$ cat config.mk
export PLATFORM = sky130hd
export DESIGN_NAME = usb_protocol_ctrl
export DESIGN_NICKNAME = d
export VERILOG_FILES = /design/src/rtl/usb_pkg.sv /design/src/rtl/xact_timer.sv /design/src/rtl/usb_protocol_ctrl.sv
export SDC_FILE = /design/constraint.sdc
export NUM_CORES = 1
export LEC_CHECK = 0
export ABC_CLOCK_PERIOD_IN_PS = 2090
export CAP_MARGIN = 20
export CELL_PAD_IN_SITES_DETAIL_PLACEMENT = 0
export CELL_PAD_IN_SITES_GLOBAL_PLACEMENT = 1
export CORE_MARGIN = 2
export CORE_UTILIZATION = 34
export DETAILED_ROUTE_END_ITERATION = 10
export PLACE_DENSITY_LB_ADDON = 0.1
export SLEW_MARGIN = 20
export SYNTH_ARGS = -nofsm -noshare
export SYNTH_HDL_FRONTEND = slang
export SYNTH_SLANG_ARGS = --single-unit
$ cat constraint.sdc
create_clock -name clk -period 2.09 [get_ports clk]
set_input_delay 0.3135 -clock clk [delete_from_list [all_inputs] [get_ports clk]]
set_output_delay 0.3135 -clock clk [all_outputs]
set_load 0.01 [all_outputs]
$ cat src/rtl/usb_pkg.sv
// Shared types and defaults for the USB transaction sequencer and its helpers.
package usb_pkg;

    // Default data buffer capacity in bytes.
    localparam int unsigned BUF_DEPTH_DEFAULT = 64;

    // PIDs as decoded by the RX controller.
    typedef enum logic [2:0] {
        RX_NONE  = 3'd0,
        RX_OUT   = 3'd1,
        RX_IN    = 3'd2,
        RX_DATA0 = 3'd3,
        RX_DATA1 = 3'd4,
        RX_ACK   = 3'd5,
        RX_NAK   = 3'd6,
        RX_SETUP = 3'd7
    } rx_pid_t;

    // Packets the TX encoder can be told to send.
    typedef enum logic [2:0] {
        TX_NONE  = 3'd0,
        TX_DATA0 = 3'd1,
        TX_DATA1 = 3'd2,
        TX_ACK   = 3'd3,
        TX_NAK   = 3'd4,
        TX_STALL = 3'd5
    } tx_pid_t;

    // Transaction sequencer states.
    typedef enum logic [2:0] {
        ST_IDLE     = 3'd0,
        ST_OUT_DATA = 3'd1,
        ST_OUT_SKIP = 3'd2,
        ST_SEND_ACK = 3'd3,
        ST_SEND_NAK = 3'd4,
        ST_IN_SEND  = 3'd5,
        ST_IN_WAIT  = 3'd6
    } ctrl_state_t;

endpackage

$ cat src/rtl/xact_timer.sv
// Loadable saturating up-counter used to time out missing host responses.
// Counts to LIMIT and holds there; timeout_o is high while at LIMIT.
module xact_timer #(
    parameter  int unsigned LIMIT = 511,
    localparam int unsigned W     = (LIMIT > 0) ? $clog2(LIMIT + 1) : 1
) (
    input  logic         clk,
    input  logic         n_rst,
    input  logic         clear_i,
    input  logic         en_i,
    input  logic         load_i,
    input  logic [W-1:0] load_val_i,
    output logic         timeout_o
);

    localparam logic [W-1:0] MAX = W'(LIMIT);

    logic [W-1:0] count_q;

    // Counter register: clear beats load beats increment; saturates at MAX.
    always_ff @(posedge clk or negedge n_rst) begin
        if (!n_rst) begin
            count_q <= '0;
        end else if (clear_i) begin
            count_q <= '0;
        end else if (load_i) begin
            count_q <= load_val_i;
        end else if (en_i && (count_q != MAX)) begin
            count_q <= count_q + 1'b1;
        end
    end

    assign timeout_o = (count_q == MAX);

endmodule

$ cat src/rtl/usb_protocol_ctrl.sv
// USB transaction sequencer: decodes RX PIDs, commands the TX encoder,
// tracks DATA0/DATA1 toggles, arbitrates buffer ownership and times out
// transactions the host abandons. All outputs are registered.
module usb_protocol_ctrl
    import usb_pkg::*;
#(
    parameter  int unsigned TIMEOUT_CYCLES = 512,
    parameter  int unsigned BUF_DEPTH      = BUF_DEPTH_DEFAULT,
    localparam int unsigned OCC_W          = $clog2(BUF_DEPTH) + 1
) (
    input  logic             clk,
    input  logic             n_rst,
    input  rx_pid_t          rx_packet,
    input  logic             rx_packet_valid,
    input  logic             rx_error,
    input  logic             tx_done,
    input  logic [OCC_W-1:0] buffer_occupancy,
    input  logic             ahb_tx_commit,
    output tx_pid_t          tx_packet,
    output logic             d_mode,
    output logic             buffer_clear,
    output logic             rx_data_avail,
    output logic             tx_complete,
    output logic             xact_error,
    output logic             busy
);

    ctrl_state_t state_q, state_d;

    logic    out_toggle_q, out_toggle_d;
    logic    in_toggle_q, in_toggle_d;
    logic    fresh_q, fresh_d;          // ACK in flight covers a new payload
    tx_pid_t tx_packet_q, tx_packet_d;
    logic    d_mode_q, d_mode_d;
    logic    buffer_clear_q, buffer_clear_d;
    logic    rx_data_avail_q, rx_data_avail_d;
    logic    tx_complete_q, tx_complete_d;
    logic    xact_error_q, xact_error_d;
    logic    busy_q, busy_d;

    logic timeout;
    logic pkt_ok;
    logic rx_is_data;
    logic rx_data_tgl;
    logic occ_empty;
    logic timer_en;

    assign pkt_ok      = rx_packet_valid && !rx_error;
    assign rx_is_data  = (rx_packet == RX_DATA0) || (rx_packet == RX_DATA1);
    assign rx_data_tgl = (rx_packet == RX_DATA1);
    assign occ_empty   = (buffer_occupancy == '0);
    assign timer_en    = (state_q == ST_OUT_DATA) || (state_q == ST_OUT_SKIP) ||
                         (state_q == ST_IN_WAIT);

    // The timer restarts on every state change, so each timed state starts at 0.
    xact_timer #(
        .LIMIT (TIMEOUT_CYCLES - 1)
    ) u_timer (
        .clk        (clk),
        .n_rst      (n_rst),
        .clear_i    (state_d != state_q),
        .en_i       (timer_en),
        .load_i     (1'b0),
        .load_val_i ('0),
        .timeout_o  (timeout)
    );

    // State register.
    // NOTE: sequential state uses non-blocking assignments so every flop samples pre-edge values.
    always_ff @(posedge clk or negedge n_rst) begin
        if (!n_rst) begin
            state_q <= ST_IDLE;
        end else begin
            state_q <= state_d;
        end
    end

    // Next-state decode; a packet on the same cycle as a timeout takes priority.
    always_comb begin
        // NOTE: default assignment first so no path leaves state_d unassigned (no latch).
        state_d = state_q;
        unique case (state_q)
            ST_IDLE: begin
                if (pkt_ok) begin
                    if ((rx_packet == RX_OUT) || (rx_packet == RX_SETUP)) begin
                        state_d = occ_empty ? ST_OUT_DATA : ST_OUT_SKIP;
                    end else if (rx_packet == RX_IN) begin
                        state_d = (ahb_tx_commit && !occ_empty) ? ST_IN_SEND : ST_SEND_NAK;
                    end
                end
            end
            ST_OUT_DATA: begin
                if (rx_error) begin
                    state_d = ST_IDLE;
                end else if (rx_packet_valid) begin
                    state_d = rx_is_data ? ST_SEND_ACK : ST_IDLE;
                end else if (timeout) begin
                    state_d = ST_IDLE;
                end
            end
            ST_OUT_SKIP: begin
                if (pkt_ok && rx_is_data) begin
                    state_d = ST_SEND_NAK;
                end else if (timeout) begin
                    state_d = ST_IDLE;
                end
            end
            ST_SEND_ACK, ST_SEND_NAK: begin
                if (tx_done) state_d = ST_IDLE;
            end
            ST_IN_SEND: begin
                if (tx_done) state_d = ST_IN_WAIT;
            end
            ST_IN_WAIT: begin
                if (rx_error || rx_packet_valid || timeout) state_d = ST_IDLE;
            end
            default: state_d = ST_IDLE;
        endcase
    end

    // Output and toggle decode from the current state, the transition and its cause.
    always_comb begin
        out_toggle_d    = out_toggle_q;
        in_toggle_d     = in_toggle_q;
        fresh_d         = fresh_q;
        d_mode_d        = d_mode_q;
        buffer_clear_d  = 1'b0;
        rx_data_avail_d = 1'b0;
        tx_complete_d   = 1'b0;
        xact_error_d    = 1'b0;
        busy_d          = (state_d != ST_IDLE);

        if ((state_d == ST_OUT_DATA) || (state_d == ST_IN_SEND)) begin
            d_mode_d = 1'b1;
        end else if (state_d == ST_IDLE) begin
            d_mode_d = 1'b0;
        end

        unique case (state_d)
            ST_SEND_ACK: tx_packet_d = TX_ACK;
            ST_SEND_NAK: tx_packet_d = TX_NAK;
            ST_IN_SEND:  tx_packet_d = in_toggle_q ? TX_DATA1 : TX_DATA0;
            default:     tx_packet_d = TX_NONE;
        endcase

        unique case (state_q)
            ST_IDLE: begin
                if (pkt_ok && (rx_packet == RX_SETUP)) begin
                    out_toggle_d = 1'b0;
                    in_toggle_d  = 1'b0;
                end
            end
            ST_OUT_DATA: begin
                if (state_d == ST_SEND_ACK) begin
                    if (rx_data_tgl == out_toggle_q) begin
                        out_toggle_d = ~out_toggle_q;
                        fresh_d      = 1'b1;
                    end else begin
                        // Host missed our last ACK: drop the duplicate and re-ACK.
                        buffer_clear_d = 1'b1;
                        fresh_d        = 1'b0;
                    end
                end else if (state_d == ST_IDLE) begin
                    buffer_clear_d = 1'b1;
                    xact_error_d   = 1'b1;
                end
            end
            ST_SEND_ACK: begin
                if (tx_done) begin
                    rx_data_avail_d = fresh_q;
                    fresh_d         = 1'b0;
                end
            end
            ST_IN_WAIT: begin
                if (state_d == ST_IDLE) begin
                    if (pkt_ok && (rx_packet == RX_ACK)) begin
                        in_toggle_d    = ~in_toggle_q;
                        buffer_clear_d = 1'b1;
                        tx_complete_d  = 1'b1;
                    end else begin
                        // Keep the payload and toggle so the AHB data can be resent.
                        xact_error_d = 1'b1;
                    end
                end
            end
            default: ;
        endcase
    end

    // Output, toggle and bookkeeping registers.
    always_ff @(posedge clk or negedge n_rst) begin
        if (!n_rst) begin
            out_toggle_q    <= 1'b0;
            in_toggle_q     <= 1'b0;
            fresh_q         <= 1'b0;
            tx_packet_q     <= TX_NONE;
            d_mode_q        <= 1'b0;
            buffer_clear_q  <= 1'b0;
            rx_data_avail_q <= 1'b0;
            tx_complete_q   <= 1'b0;
            xact_error_q    <= 1'b0;
            busy_q          <= 1'b0;
        end else begin
            out_toggle_q    <= out_toggle_d;
            in_toggle_q     <= in_toggle_d;
            fresh_q         <= fresh_d;
            tx_packet_q     <= tx_packet_d;
            d_mode_q        <= d_mode_d;
            buffer_clear_q  <= buffer_clear_d;
            rx_data_avail_q <= rx_data_avail_d;
            tx_complete_q   <= tx_complete_d;
            xact_error_q    <= xact_error_d;
            busy_q          <= busy_d;
        end
    end

    assign tx_packet     = tx_packet_q;
    assign d_mode        = d_mode_q;
    assign buffer_clear  = buffer_clear_q;
    assign rx_data_avail = rx_data_avail_q;
    assign tx_complete   = tx_complete_q;
    assign xact_error    = xact_error_q;
    assign busy          = busy_q;

endmodule

==> run metrics <==
Synth area leaders=dfrtp_1 (43%), xor2_1 (4.3%), nor2_1 (4.3%), nor3b_1 (3.2%), and3b_1 (2.5%); CP startpoint=rx_packet[2]; I/O Pins=25; die area=4680 um2; crit-path max cell delay=430 ps; worst-path cell chain=clkdlybuf4s50_1 > buf_4 > and3b_1 > o21a_1 > mux2_4 > or3_4 > nand3_4 > nor2_1; Max Freq=0.479 GHz; CTS tree=built; worst hold path type=input port to async pin; Placer Congestion=0.826; port bufs=24; Mapped Avg Cell Area=9.54 um2; CP endpoint kind=flip-flop; Least-Margin Pin Slew=511 ps; Clock Skews=11.4 ps; Seq/Total Area, Yosys=0.426; clock sinks=24; met2 Use GR=0.335; hold slack=397 ps; vias in the first global route=1390; clock latency on the worst-skew pair=280 ps; global-route wire length before repair=6310 um; peak supply drop=0.604 mV; Most Used Layer, Global Route=met2; CP bufs+invs=2; Post-DRT Antenna Nets=0; min cycle time layout=2090 ps; Clk pin slew, worst setup/hold paths=90 ps; arrival time worst endpoint=2250 ps; commonest cells in the netlist=dfrtp_1 (24), nor2_1 (16), nand2_1 (9); largest net degree at the start of global routing=25; Hold Fails Final Rpt=0; Worst path slowest cell=clkdlybuf4s50_1; Die Y=68.4 um; CP max FO=5; dpl hpwl=2880 um; DRT iter0 DRCs=41; met3 GRT Util=0.0345; ys async rst share=1.00; crit-path leading delay family=simple AND/OR/NAND/NOR gates; initial antenna violation count=0; WS Path Type=input port to flip-flop; GRT overflow=0; Yosys cell types=50; RSZ-0062 raised after global routing=true; GRT Total Usage=0.185; Synth Instances=148; first-pass iteration count of the detailed router=4; pwr/cell area=728 nW/um2; Leak=0.00107 uW; Via density=4.99; final setup fails=0; ratio of cells with drive above 1 in the final layout=0.388; status=completed; vias after detailed routing=1342; Post-Route WL=3810 um; core box area=4000 um2; syn nets=166; Crit. path cell count=8; # rows=23; H-tree levels=1; Post-layout nets=238; number of synthesized register bits=24; root buf cell=clkbuf_8; P&R area growth vs syn=61.0%; Slew HR=0.656; residual DRC count=0; met1 usage=0.204; cell area after synthesis=1410 um2; total CTS buffers=3; clock buffer depth=2; FF-to-FF path depth=11; Final Util=0.568; die width=68.4 um; crit start category=input port; Yosys top cell area share=0.426; setup TNS=0 ps; count leader, synth=dfrtp_1; fin crit share=0.999; number of synthesized flops with an enable pin=0; WL/cell=14.2 um; Slew Limit Fails=0; Diodes inserted=0; starting density of the core=0.353; Max-cap violations=0; synth warn=0; CP required=2250 ps; Synth Flop Type=dfrtp_1; area leader, netlist=dfrtp_1; RR Startpoint=u_timer.count_q[4]
## cells in the final DEF, fill, tap and decap left out, types with 2 or more instances in the layout
cell type	synthesis	routed
nor3_1	4	3
a21oi_2	1	2
buf_6	0	3
or3_4	1	2
o21ai_0	5	5
clkdlybuf4s50_1	0	16
clkbuf_8	0	4
nor2_4	0	2
a21oi_1	5	3
nand4_1	2	2
nand2_2	1	2
mux2i_1	2	2
nand2_1	9	8
nand3_4	0	3
dlymetal6s2s_1	0	4
dfrtp_1	24	24
xor2_1	7	7
a21o_1	2	2
inv_1	6	6
nor3b_1	6	4
and3b_1	4	3
nand2b_1	4	4
o21ai_2	1	2
dlygate4sd2_1	0	2
o211ai_1	4	4
nand3_1	7	5
nor2_1	16	15
clkdlybuf4s15_1	0	2
buf_4	3	43
a21oi_4	1	2
## path summary, 6_finish.rpt
kind / to / slack [ps]
max: u_timer.count_q[0] / 2
min reg2reg: out_toggle_q / 510
max in group asynchronous: fresh_q / 1450
max reg2reg: d_mode / 10
min: d_mode / 400
min in group clk: out_toggle_q / 510
## sequential cells by signal (all words and copies together) (netlist names)
register and cells:
xact_error 1, fresh_q 1, out_toggle_q 1, tx_packet 3
u_timer.count_q 9, in_toggle_q 1, rx_data_avail 1, buffer_clear 1
busy 1, d_mode 1, tx_complete 1, state_q 3
## timing repair
| action | in CTS | in global routing |
|---|---|---|
| endpoints found under the hold margin | 0 | 0 |
| hold buffers | 0 | 0 |
| gates resized for setup | 22 | 23 |
| pin swaps | 17 | 15 |
| endpoints found under the setup margin | 20 | 19 |
| setup buffers | 2 | 3 |
| cloned | 1 | 0 |
## area by class of cell
cell class	count	area (um2)
clock buffers	4	55.1
fillers	371	1730
inverters	8	32.5
multi-input cells	113	917
flip-flops and latches	24	601
well taps	50	62.6
repair buffers	70	604
## power breakdown
part           internal (uW)  switching [uW]
registers                513            26.3
clock network            169             153
logic                    372             420
total                   1050             600
## metrics by stage
stage          setup slack [ps]  instances  total power (uW)  instance area, um2
2_1_floorplan              7.98        148               918                1410
3_3_place_gp               -424        259              1200                2000
3_5_place_dp               -455        259              1210                2000
4_1_cts                   -9.59        266              1610                2150
5_1_grt                    -111        269              1760                2270
6_report                   2.26        269              1650                2270
## metal layers
metal | vias up | part of all wire | wire [um]
met3 | 6 | 0.020 | 77
met2 | 16 | 0.54 | 2050
li1 | 677 | - | -
met1 | 643 | 0.42 | 1590
met5 | - | 0 | 0
met4 | 0 | 0.023 | 87
## logic make-up (layout without fill, tap and decap cells)
| family | Yosys count | count (layout) | synth area share |
|---|---|---|---|
| compound gates | 30 | 30 | 0.159 |
| mux | 3 | 3 | 0.0222 |
| flops | 24 | 24 | 0.426 |
| simple gates | 68 | 69 | 0.280 |
| fa+ha+maj | 2 | 2 | 0.0177 |
| xor+xnor | 9 | 9 | 0.0559 |
| buf+inv | 12 | 82 | 0.0399 |
Power figures use the tool's default switching activity.
